[src/rtl/tdes_pass_sequencer.sv]
// Triple-DES pass sequencer: runs a single-DES core three times (EDE or DED)
// with the correct key and direction per pass, chaining each result into the next pass.
module tdes_pass_sequencer #(
    parameter int unsigned TIMEOUT = 63
) (
    input  logic        HCLK,
    input  logic        HRESET,
    input  logic        enable,
    input  logic        encryptionType,
    input  logic [63:0] data,
    input  logic [63:0] key1,
    input  logic [63:0] key2,
    input  logic [63:0] key3,
    output logic        desStart,
    output logic        desDecrypt,
    output logic [63:0] desKey,
    output logic [63:0] desData,
    input  logic        desDone,
    input  logic [63:0] desResult,
    output logic        busy,
    output logic        outputEnable,
    output logic [63:0] outputData,
    output logic        error,
    output logic        overrun
);

    localparam int unsigned TW = (TIMEOUT < 1) ? 1 : $clog2(TIMEOUT + 1);

    typedef enum logic [2:0] {
        IDLE,
        ISSUE,
        WAIT,
        DONE,
        ERROR
    } state_t;

    state_t        state_q, state_d;
    logic [1:0]    pass_q;
    logic [TW-1:0] tcnt_q;
    logic [TW-1:0] tcnt_nxt;
    logic          enc_q;
    logic [63:0]   k1_q, k2_q, k3_q;
    logic          accept, capture, tmo;

    // Pass 1 always uses key2; the outer passes use key1/key3, swapped for decryption.
    function automatic logic [63:0] pass_key(input logic enc, input logic [1:0] p,
                                             input logic [63:0] a, input logic [63:0] b,
                                             input logic [63:0] c);
        if (p == 2'd1)
            return b;
        else if ((p == 2'd0) == enc)
            return a;
        else
            return c;
    endfunction

    assign tcnt_nxt = tcnt_q + 1'b1;
    assign desStart = (state_q == ISSUE);
    assign busy     = (state_q == ISSUE) || (state_q == WAIT);

    always_comb begin
        state_d = state_q;
        accept  = 1'b0;
        capture = 1'b0;
        tmo     = 1'b0;
        case (state_q)
            IDLE, DONE, ERROR: begin
                if (enable) begin
                    accept  = 1'b1;
                    state_d = ISSUE;
                end
            end
            ISSUE: state_d = WAIT;
            WAIT: begin
                if (desDone) begin
                    capture = 1'b1;
                    state_d = (pass_q == 2'd2) ? DONE : ISSUE;
                end else if (tcnt_nxt == TW'(TIMEOUT)) begin
                    tmo     = 1'b1;
                    state_d = ERROR;
                end
            end
            default: state_d = IDLE;
        endcase
    end

    always_ff @(posedge HCLK or negedge HRESET) begin
        if (!HRESET) begin
            state_q      <= IDLE;
            pass_q       <= '0;
            tcnt_q       <= '0;
            enc_q        <= 1'b0;
            k1_q         <= '0;
            k2_q         <= '0;
            k3_q         <= '0;
            desDecrypt   <= 1'b0;
            desKey       <= '0;
            desData      <= '0;
            outputEnable <= 1'b0;
            outputData   <= '0;
            error        <= 1'b0;
            overrun      <= 1'b0;
        end else begin
            state_q <= state_d;
            if (accept) begin
                enc_q        <= encryptionType;
                k1_q         <= key1;
                k2_q         <= key2;
                k3_q         <= key3;
                pass_q       <= '0;
                tcnt_q       <= '0;
                outputEnable <= 1'b0;
                outputData   <= '0;
                error        <= 1'b0;
                overrun      <= 1'b0;
                desData      <= data;
                desDecrypt   <= ~encryptionType;
                desKey       <= pass_key(encryptionType, 2'd0, key1, key2, key3);
            end else if (busy && enable) begin
                overrun <= 1'b1;
            end

            if (state_q == ISSUE)
                tcnt_q <= '0;

            // desData doubles as the capture register for the chained result.
            if (capture) begin
                if (pass_q != 2'd2) begin
                    pass_q     <= pass_q + 2'd1;
                    desData    <= desResult;
                    desDecrypt <= enc_q ^ ((pass_q + 2'd1) != 2'd1);
                    desKey     <= pass_key(enc_q, pass_q + 2'd1, k1_q, k2_q, k3_q);
                end else begin
                    outputData   <= desResult;
                    outputEnable <= 1'b1;
                end
            end else if (state_q == WAIT) begin
                tcnt_q <= tcnt_nxt;
            end

            if (tmo)
                error <= 1'b1;
        end
    end

endmodule
[config.mk]
export PLATFORM = sky130hd
export DESIGN_NAME = tdes_pass_sequencer
export DESIGN_NICKNAME = d
export VERILOG_FILES = /design/src/rtl/tdes_pass_sequencer.sv
export SDC_FILE = /design/constraint.sdc
export NUM_CORES = 1
export LEC_CHECK = 0
export ABC_CLOCK_PERIOD_IN_PS = 3900
export BUFFER_PORTS_ARGS = -buffer_cell sky130_fd_sc_hd__buf_2
export CORE_AREA = 2 2 206 208
export DETAILED_ROUTE_END_ITERATION = 7
export DIE_AREA = 0 0 208 210
export GPL_ROUTABILITY_DRIVEN = 0
export GPL_TIMING_DRIVEN = 0
export PLACE_DENSITY = 0.83
export SLEW_MARGIN = 10
export SYNTH_ARGS = -nofsm -noshare
export SYNTH_HDL_FRONTEND = slang
export SYNTH_SLANG_ARGS = --single-unit
[constraint.sdc]
create_clock -name HCLK -period 3.9 [get_ports HCLK]
set_clock_uncertainty 0.2 [all_clocks]
set_input_delay 0.585 -clock HCLK [delete_from_list [all_inputs] [get_ports HCLK]]
set_output_delay 0.585 -clock HCLK [all_outputs]
set_load 0.05 [all_outputs]
### Word level (Yosys, flattened, before mapping)

Index checks and enable logic that the tools add are counted.
W data, S select, Z words.

| word-level totals | value |
|---|---|
| register bits after elaboration | 400 |
| latch bits | 0 |
| memory bits (writable) | 0 |
| ROM bits | 0 |
| input port bits | 325 |
| output and inout bits | 198 |
| word-level logic and storage cells | 79 |
| memories kept | 0 |

| operators by class | value |
|---|---|
| $add $sub $neg | 2 |
| multiply operators | 0 |
| divide/modulo/power cells | 0 |
| magnitude comparators | 0 |
| equality and inequality tests | 12 |
| shifts and indexed selects | 0 |
| multiplexer cells | 41 |
| bitwise logic cells | 2 |
| reduce and logical (&&, ||, !) cells | 8 |

Operator list:

| cell | count |
|---|---|
| $mux W64 | 12 |
| $mux W6 | 4 |
| $mux W1 | 17 |
| $mux W3 | 3 |
| $pmux W3 S3 | 1 |
| $mux W2 | 4 |
| $add A6 B1 Y6 const B | 1 |
| $eq A3 B2 Y1 const B | 2 |
| $eq A6 B6 Y1 const B | 1 |
| $ne A2 B2 Y1 const B | 2 |
| $reduce_bool A2 Y1 | 2 |
| $eq A3 B1 Y1 const B | 1 |
| $eq A3 B3 Y1 const B | 1 |
| $logic_not A3 Y1 | 1 |
| $ne A3 B2 Y1 const B | 1 |
| $reduce_or A3 Y1 | 1 |
| $add A2 B1 Y2 const B | 1 |
| $eq A2 B1 Y1 const B | 1 |
| $eq A2 B2 Y1 const B | 1 |
| $logic_not A2 Y1 | 1 |
| $ne A2 B1 Y1 const B | 1 |
| $reduce_and A2 Y1 | 1 |
| $eq A1 B1 Y1 | 1 |
| $logic_and A1 B1 Y1 | 1 |
| 3 further kinds | 3 |

### Logic depth before layout (Yosys ltp)

Gate-level depths: netlist of run 1.

| depth | value |
|---|---|
| depth after elaboration | 7 |
| mapped depth | 10 |
| gate-level depth less buffers | 6 |

### Worst setup path after synthesis of run 1

No wires, ideal clock.

| timing path | value |
|---|---|
| path kind | register to output |
| start point | register state_q[1] |
| end point | output port desStart |
| arrival time | 1.594 ns |
| data required time | 3.115 ns |
| path slack | 1.521 ns |
| cell stages (with the launch flop) | 3 |
| buffers on the path | 1 |
| cell sequence | dfrtp_1 -> buf_4 -> nor3_1 |

| between the ends | value |
|---|---|
| cells in the longest elaborated chain, start to end | 1 |

Ends and longest elaborated chain:

| what | RTL line | text |
|---|---|---|
| start: declaration | 37 | `state_t state_q, state_d;` |
| start signal: assignment | 104 | `state_q <= state_d;` |
| $eq A3 B1 Y1 | 58 | `assign desStart = (state_q == ISSUE);` |
| end: declaration | 14 | `output logic desStart,` |

No other way between the ends.

### Worst setup path after layout of run 1

| timing path | value |
|---|---|
| start point | register state_q[2] |
| end point | register desData[59] |

| between the ends | value |
|---|---|
| cells in the longest elaborated chain, start to end | 6 |
| elaborated cells between the ends (all ways) | 10 |
| those cells by class | eq/ne (3); mux (5); reduce/logical (2) |

Ends and longest elaborated chain:

| what | RTL line | text |
|---|---|---|
| $eq A3 B2 Y1 (tied with other cells) | 66 | `case (state_q)` |
| $reduce_or A3 Y1 | 66 |  |
| $mux W1 | 66 |  |
| $mux W64 | 105 | `if (accept) begin` |
| $mux W64 | 128 | `if (pass_q != 2'd2) begin` |
| $mux W64 (*) | 127 | `if (capture) begin` |
| end signal: assignment | 116 | `desData <= data;` |
| end signal: assignment | 130 | `desData <= desResult;` |
| end: declaration | 17 | `output logic [63:0] desData,` |

Every way passes the cells marked *; elsewhere a longest branch is shown, timed or not.
A chain may end at the register's enable or synchronous reset.

==> impl_metrics.prom, run 1 <==
# TYPE chip_impl_metric gauge
chip_impl_metric{name="slew_worst_pin",unit="ns"} 0.970
chip_impl_metric{name="wirelength_met1",unit="um"} 23700
chip_impl_metric{name="vias_per_cell",unit=""} 5.71
chip_impl_metric{name="io_pins",unit=""} 523
chip_impl_metric{name="pwr_density_cell",unit="nW/um2"} 957
chip_impl_metric{name="setup-tns-final",unit="ns"} 0
chip_impl_metric{name="cts_clk_pin_slew_worst_paths",unit="ns"} 0.06
chip_impl_info{name="holdCritPathClass",value="in -> reg"} 1
chip_impl_metric{name="max_freq",unit="MHz"} 322
chip_impl_metric{name="final.min_clock_period",unit="ns"} 3.11
chip_impl_metric{name="cp_num_buf_inv",unit=""} 3
chip_impl_metric{name="initial_utilization",unit="%"} 46.4
chip_impl_metric{name="slew_headroom",unit="%"} 35.4
chip_impl_info{name="crit_chain",value="buf_2, and3b_1, o21ai_2, clkbuf_1, buf_2, mux2i_1, o21ai_0"} 1
chip_impl_metric{name="placeableCoreArea",unit="um2"} 41500
chip_impl_metric{name="synth.distinct_cells",unit=""} 43
chip_impl_metric{name="stdcell_area",unit="um2"} 24100
chip_impl_metric{name="htreeDepth",unit=""} 2
chip_impl_metric{name="ys_ff_latch",unit=""} 400
chip_impl_metric{name="post-route-period-util",unit="%"} 79.8
chip_impl_metric{name="synth-seq-area-share",unit="%"} 52.0
chip_impl_info{name="cts_root_buf",value="clkbuf_16"} 1
chip_impl_metric{name="postLayoutCoreUtil",unit="%"} 58.2
chip_impl_info{name="crit_top_cell",value="buf_2"} 1
chip_impl_metric{name="synth_area",unit="um2"} 19300
chip_impl_metric{name="report.final.slew_viol_count",unit=""} 0
chip_impl_metric{name="power.ir.vdd_worst",unit="mV"} 0.582
chip_impl_info{name="synth.area.top_cells",value="dfrtp_1, mux2_2, mux2i_1"} 1
chip_impl_metric{name="dieArea",unit="um2"} 43700
chip_impl_info{name="critical_path_start_end_classification",value="reg -> reg"} 1
chip_impl_info{name="rsz0062_at_grt",value="false"} 1
chip_impl_metric{name="area_share_of_the_leading_cell_type_in_the_synthesized_netlist",unit="%"} 52.0
chip_impl_metric{name="worstPathMaxFanout",unit=""} 10
chip_impl_metric{name="post_cts_buffers",unit=""} 0
chip_impl_metric{name="worst_hold_margin",unit="ns"} 0.0506
chip_impl_metric{name="flow.area_growth_from_synthesis",unit="%"} 25.3
chip_impl_metric{name="avgRoutedWirePerCell",unit="um"} 22.6
chip_impl_metric{name="worstPathRequired",unit="ns"} 4.12
chip_impl_metric{name="grt_overflow_total",unit=""} 0
chip_impl_metric{name="detailed_route_via_count",unit=""} 16700
chip_impl_info{name="yosys-top-cells-count",value="dfrtp_1, nand2_1, mux2_2, mux2i_1, o21ai_0"} 1
chip_impl_metric{name="dr.pass1.iters",unit=""} 5
chip_impl_info{name="uppermost_layer_routed",value="met5"} 1
chip_impl_metric{name="finish.net_count",unit=""} 2661
chip_impl_metric{name="worst_slack",unit="ns"} 0.790
chip_impl_metric{name="finalSetupViolCount",unit=""} 0
chip_impl_metric{name="grt_start_max_net_pins",unit=""} 115
chip_impl_metric{name="placedInstanceArea",unit="um2"} 22600
chip_impl_metric{name="drive_above_1_share",unit="%"} 39.6
chip_impl_info{name="yosysMostFrequentCell",value="dfrtp_1"} 1
chip_impl_metric{name="synthesis.nets",unit=""} 2091
chip_impl_metric{name="num_rows",unit=""} 75
chip_impl_metric{name="numClockSinks",unit=""} 400
chip_impl_metric{name="synth-edff-count",unit=""} 0
chip_impl_info{name="critPathTopFamily",value="buffers and inverters"} 1
chip_impl_info{name="cts_tree",value="done"} 1
chip_impl_metric{name="met2_wirelength",unit="um"} 32800
chip_impl_metric{name="worst_path_largest_cell_delay",unit="ns"} 0.77
chip_impl_metric{name="post-route-drc-count",unit=""} 0
chip_impl_metric{name="netlist_instances",unit=""} 1764
chip_impl_metric{name="grt_first_pass_wirelength",unit="um"} 99600
chip_impl_metric{name="syn-mean-instance-area",unit="um2"} 10.9
chip_impl_metric{name="power.leakage",unit="nW"} 11.7
chip_impl_metric{name="cts_resized",unit=""} 0
chip_impl_metric{name="crit_arrival",unit="ns"} 3.33
chip_impl_metric{name="cap_violations",unit=""} 0
chip_impl_metric{name="worstSkewPairLatency",unit="ns"} 0.56
chip_impl_metric{name="final_hold_viol_count",unit=""} 0
chip_impl_info{name="timing.critical_path.to_type",value="register"} 1
chip_impl_metric{name="antenna_left",unit=""} 0
chip_impl_metric{name="placement.setup.worst_slack",unit="ns"} 0.810
chip_impl_info{name="run_status",value="finished, final reports clean"} 1
chip_impl_metric{name="grt_antenna_before_repair",unit=""} 24
chip_impl_metric{name="detailroute.wirelength.met3",unit="um"} 5170
chip_impl_metric{name="clock_path_buffers",unit=""} 3
chip_impl_info{name="start_kind",value="register"} 1
chip_impl_metric{name="dieHeight",unit="um"} 210
chip_impl_metric{name="synth-async-reset-ratio",unit="%"} 100
chip_impl_info{name="postSynth.topFlopCell",value="dfrtp_1"} 1
chip_impl_info{name="yosys.area.top_type",value="dfrtp_1"} 1
chip_impl_metric{name="wl",unit="um"} 65800
chip_impl_metric{name="grt_pass1_vias",unit=""} 17200
chip_impl_metric{name="place_hpwl",unit="um"} 48700
chip_impl_metric{name="detailedRoute.firstIterationViolations",unit=""} 1280
chip_impl_metric{name="io_buffer_count",unit=""} 521
chip_impl_metric{name="die-width",unit="um"} 208
chip_impl_metric{name="grt_util_all_layers",unit="%"} 29.5
chip_impl_metric{name="ctsHoldBuffers",unit=""} 1
chip_impl_info{name="timing.critical_path.slowest_stage_cell",value="clkbuf_1"} 1
chip_impl_metric{name="cts-buffers-inserted",unit=""} 43
chip_impl_metric{name="ys_warn_count",unit=""} 0
-- cell usage in the layout (no fill, tap or decap), types with 4 or more instances in the layout --
cell type and n:
clkinv_2 6, buf_6 15, mux2i_1 192, diode_2 16, clkbuf_1 56, clkbuf_16 45
nand2_1 267, buf_4 10, buf_2 564, o21ai_0 165, clkbuf_2 10, o21ai_1 35
a21oi_1 132, nor2_1 70, mux2_2 259, o22ai_1 65, nand3_1 4, clkbuf_8 11
buf_1 8, dfrtp_1 400
-- flip-flops by register name, indices dropped and copies added, names as in the netlist --
register and count:
enc_q 1, overrun 1, error 1, tcnt_q 6, k1_q 64, outputEnable 1, k2_q 64, desData 64
state_q 3, pass_q 2, desDecrypt 1, outputData 64, k3_q 64, desKey 64
-- path summary, 6_finish.rpt --
| check | slack (ns) | endpoint | start | depth (start not counted) |
|---|---|---|---|---|
| max | 0.79 | desData[59] | state_q[2] | 7 |
| min reg2reg | 0.27 | error | error | 2 |
| max reg2reg | 0.79 | desData[59] | state_q[2] | 7 |
| min in group asynchronous | 0.40 | desData[9] | HRESET | 2 |
| max in group asynchronous | 1.48 | k1_q[22] | HRESET | 4 |
| min | 0.05 | outputData[52] | desResult[52] | 3 |
-- area by class of cell --
type,count,area [um2]
Antenna cell,16,40.0
Fill cell,3334,17300
Buffer,137,748
Clock inverter,12,144
Sequential cell,400,10000
Tap cell,539,674
Timing Repair Buffer,525,2710
Multi-Input combinational cell,1224,8490
Inverter,3,11.3
Clock buffer,63,1300
-- worst min-delay path, stage by stage --
cell and delay [ns]:
buf_2 0.09, nand2_1 0.04, o21ai_0 0.06
-- stage by stage --
step / total power, mW / instances
2_1_floorplan: 15.5 / 1764
3_3_place_gp: 18.3 / 2824
3_5_place_dp: 18.8 / 2827
4_1_cts: 23.1 / 2903
5_1_grt: 24.2 / 2914
6_report: 23.1 / 2919
-- power breakdown --
part           internal, mW  total, mW  switching, mW  leakage [nW]
sequential             6.05       7.32           1.27          4.92
clock                  2.51       4.20           1.69         0.712
combinational          4.13       11.6           7.45          6.05
-- cells by family (layout without fill, tap and decap cells) --
group	after synthesis	in the layout	share of synthesized area [%]
and+or+nand+nor	358	358	7.34
xor gates and xnor gates	3	3	0.136
other	0	16	0
DFF	400	400	52.0
adders and majority gates	2	2	0.130
AOI/OAI and AO/OA	410	410	11.3
buffers and inverters	140	740	3.94
muxes	451	451	25.1
-- metal layers --
metal / up-vias / global-route usage, %
met5: - / 0
met4: 16 / 17.4
met3: 227 / 6.51
met2: 851 / 50.5
met1: 8228 / 34.2
li1: 7353 / -
Note: power is estimated with default switching activity, not from simulation.
==> run 2, diff against run 1 <==
- ABC_AREA: unset -> 1
- ABC_CLOCK_PERIOD_IN_PS: 3900 -> 3250
- CORE_AREA: 2 2 206 208 -> 2 2 203 205
- DIE_AREA: 0 0 208 210 -> 0 0 205 207
- PLACE_DENSITY: 0.83 -> 0.84
- clock period: 3.9 -> 3.25 ns (I/O delays scaled with it)
==> run 2 against run 1 <==
Clock-buffer cell count up 2. Sequential power up 14%. Die area down 2.9%. Total power up 21%. Sequential share of layout area down 3.1 points. Final area up 8.0%. Register-to-register slack worse by 0.57 ns. First-iteration DRC count up 120%. Critical path depth up 1. Synthesized cell count up 36%. Critical endpoint is now desData[24]. Highest routed layer unchanged.
==> impl_metrics.prom, run 2 <==
# TYPE chip_impl_metric gauge
chip_impl_metric{name="cp_num_buf_inv",unit=""} 4
chip_impl_metric{name="worst_hold_margin",unit="ns"} 0.0219
chip_impl_metric{name="avgRoutedWirePerCell",unit="um"} 22.1
chip_impl_metric{name="post-route-period-util",unit="%"} 93.1
chip_impl_info{name="highest_count_cells_in_the_layout_ignoring_fill_and_taps",value="nand2_1, buf_2, dfrtp_1, o21ai_0, dlygate4sd3_1"} 1
chip_impl_metric{name="die-width",unit="um"} 205
chip_impl_metric{name="place_hpwl",unit="um"} 52400
chip_impl_metric{name="synth-async-reset-ratio",unit="%"} 100
chip_impl_metric{name="n_fill_cell",unit=""} 3127
chip_impl_metric{name="detailed_route_via_count",unit=""} 21700
chip_impl_metric{name="htreeDepth",unit=""} 2
chip_impl_metric{name="drive_above_1_share",unit="%"} 21.5
chip_impl_metric{name="area_share_of_the_leading_cell_type_in_the_synthesized_netlist",unit="%"} 53.3
chip_impl_metric{name="power.leakage",unit="nW"} 13.8
chip_impl_metric{name="worstPathMaxFanout",unit=""} 10
chip_impl_metric{name="synthesis.nets",unit=""} 2730
chip_impl_metric{name="grt_overflow_total",unit=""} 0
chip_impl_metric{name="synth.distinct_cells",unit=""} 29
chip_impl_info{name="layout_commonest_cell",value="nand2_1"} 1
chip_impl_metric{name="wl",unit="um"} 83900
chip_impl_metric{name="final_hold_viol_count",unit=""} 0
chip_impl_info{name="critPathTopFamily",value="buffers and inverters"} 1
chip_impl_metric{name="io_buffer_count",unit=""} 521
chip_impl_info{name="cts_tree",value="done"} 1
chip_impl_metric{name="dieArea",unit="um2"} 42400
chip_impl_info{name="critical_path_start_end_classification",value="reg -> reg"} 1
chip_impl_info{name="crit_chain",value="o21ai_2, nand3_2, inv_2, buf_4, clkbuf_1, o21ai_0, o22ai_1, dlygate4sd3_1"} 1
chip_impl_metric{name="numClockSinks",unit=""} 400
chip_impl_metric{name="grt_first_pass_wirelength",unit="um"} 126000
chip_impl_metric{name="dieHeight",unit="um"} 207
chip_impl_info{name="cts_root_buf",value="clkbuf_16"} 1
chip_impl_metric{name="final.min_clock_period",unit="ns"} 3.03
chip_impl_metric{name="grt_util_all_layers",unit="%"} 39.3
chip_impl_metric{name="ff2ff_setup_slack",unit="ns"} 0.22
chip_impl_metric{name="slew_worst_pin",unit="ns"} 0.905
chip_impl_metric{name="max_freq",unit="MHz"} 330
chip_impl_metric{name="cts-buffers-inserted",unit=""} 43
chip_impl_metric{name="crit_arrival",unit="ns"} 3.33
chip_impl_metric{name="initial_utilization",unit="%"} 46.5
chip_impl_metric{name="clock_path_buffers",unit=""} 3
chip_impl_metric{name="worstPathRequired",unit="ns"} 3.55
chip_impl_metric{name="synth-seq-area-share",unit="%"} 53.3
chip_impl_metric{name="flow.area_growth_from_synthesis",unit="%"} 38.9
chip_impl_info{name="timing.critical_path.slowest_stage_cell",value="dlygate4sd3_1"} 1
chip_impl_metric{name="netlist_instances",unit=""} 2403
chip_impl_metric{name="grt_start_max_net_pins",unit=""} 114
chip_impl_metric{name="placeableCoreArea",unit="um2"} 40400
chip_impl_info{name="yosys.area.top_type",value="dfrtp_1"} 1
chip_impl_metric{name="num_rows",unit=""} 74
chip_impl_info{name="holdCritPathClass",value="in -> reg"} 1
chip_impl_info{name="synth.area.top_cells",value="dfrtp_1, nand2_1, o21ai_0"} 1
chip_impl_info{name="yosysMostFrequentCell",value="nand2_1"} 1
chip_impl_metric{name="cap_violations",unit=""} 0
chip_impl_metric{name="power.ir.vdd_worst",unit="mV"} 0.671
chip_impl_metric{name="worstSkewPairLatency",unit="ns"} 0.59
chip_impl_metric{name="report.final.slew_viol_count",unit=""} 0
chip_impl_metric{name="antenna_left",unit=""} 0
chip_impl_metric{name="finalSetupViolCount",unit=""} 0
chip_impl_metric{name="post-route-drc-count",unit=""} 0
chip_impl_metric{name="grt_pass1_vias",unit=""} 22000
chip_impl_metric{name="postLayoutCoreUtil",unit="%"} 64.6
chip_impl_metric{name="ys_warn_count",unit=""} 0
chip_impl_metric{name="worst_path_largest_cell_delay",unit="ns"} 0.57
chip_impl_metric{name="slew_headroom",unit="%"} 39.7
chip_impl_metric{name="post_cts_buffers",unit=""} 0
chip_impl_info{name="yosys-top-cells-count",value="nand2_1, dfrtp_1, o21ai_0, inv_1, nand3_1"} 1
chip_impl_metric{name="vias_per_cell",unit=""} 5.70
chip_impl_metric{name="synth-edff-count",unit=""} 0
chip_impl_metric{name="cts_clk_pin_slew_worst_paths",unit="ns"} 0.06
chip_impl_info{name="start_kind",value="register"} 1
chip_impl_info{name="rsz0062_at_grt",value="false"} 1
chip_impl_metric{name="finish.net_count",unit=""} 3547
chip_impl_metric{name="synth_area",unit="um2"} 18800
chip_impl_metric{name="detailedRoute.firstIterationViolations",unit=""} 2759
chip_impl_metric{name="grt_antenna_before_repair",unit=""} 13
chip_impl_metric{name="ys_ff_latch",unit=""} 400
chip_impl_metric{name="io_pins",unit=""} 523
chip_impl_info{name="postSynth.topFlopCell",value="dfrtp_1"} 1
chip_impl_metric{name="dr.pass1.iters",unit=""} 8
chip_impl_info{name="run_status",value="finished, final reports clean"} 1
chip_impl_metric{name="pwr_density_cell",unit="nW/um2"} 1070
chip_impl_info{name="timing.critical_path.to_type",value="register"} 1
chip_impl_metric{name="syn-mean-instance-area",unit="um2"} 7.81
-- run 2: per-layer routing --
layer	GRT usage [%]	wire (um)	vias to the layer above
li1	-	-	9318
met3	15.8	11600	499
met1	46.4	29000	10100
met5	0	12	-
met4	26.3	6260	2
met2	58.8	37000	1762
-- run 2: report_power, final --
group | internal, mW | leakage (nW) | switching, mW
Sequential | 7.19 | 4.97 | 1.14
Combinational | 3.76 | 8.19 | 10.8
Clock | 2.88 | 0.691 | 2.14
Total | 13.8 | 13.8 | 14.1
-- run 2: final timing paths --
check	to	cells after the start	start
worst max register to register	desData[24]	8	state_q[2]
worst min register to register	k2_q[31]	2	k2_q[31]
worst min-delay path	desData[51]	3	desResult[51]
min in group asynchronous	outputData[15]	2	HRESET
max in group asynchronous	outputData[56]	4	HRESET
worst max-delay path	desData[24]	8	state_q[2]
-- run 2: layout make-up --
class                      count  area, um2  area share, %
antenna                       16       40.0          0.154
multi-input combinational   1588       7010           26.9
tap                          532        666           2.55
clock inverter                11        126          0.485
sequential                   400      10000           38.4
clock buffer                  65       1280           4.91
buffer                       163        795           3.05
inverter                     252        946           3.63
timing repair buffer         772       5180           19.9
-- run 2: stage by stage --
step	worst slack [ns]	cell area (um2)	power (mW)	std cells	TNS, ns
final	0.224	26100	28.0	3799	0
after global routing	0.0255	26000	29.4	3792	0
after CTS	0.368	26000	27.0	3783	0
after detailed placement	0.780	22100	21.6	3459	0
after global placement	-6.43	22000	21.3	3456	-2556.25
after floorplan	0.321	18800	17.5	2403	0
-- run 2: what timing repair did --
item,in CTS,in global routing
endpoints found under the setup margin,0,0
gates resized for setup,0,0
hold buffers,248,0
hold endpoints to repair,322,0
-- run 2: cells by family after synthesis --
| logic type | synth area share, % |
|---|---|
| buffers and inverters | 9.28 |
| adders and majority gates | 0.133 |
| AOI/OAI and AO/OA | 12.8 |
| and+or+nand+nor | 24.4 |
| DFF | 53.3 |
-- run 2: worst register-to-register path, stage by stage (launching register included) --
cell           delay [ns]
dfrtp_1              0.45
o21ai_2              0.20
nand3_2              0.17
inv_2                0.18
buf_4                0.32
clkbuf_1             0.49
o21ai_0              0.22
o22ai_1              0.17
dlygate4sd3_1        0.57
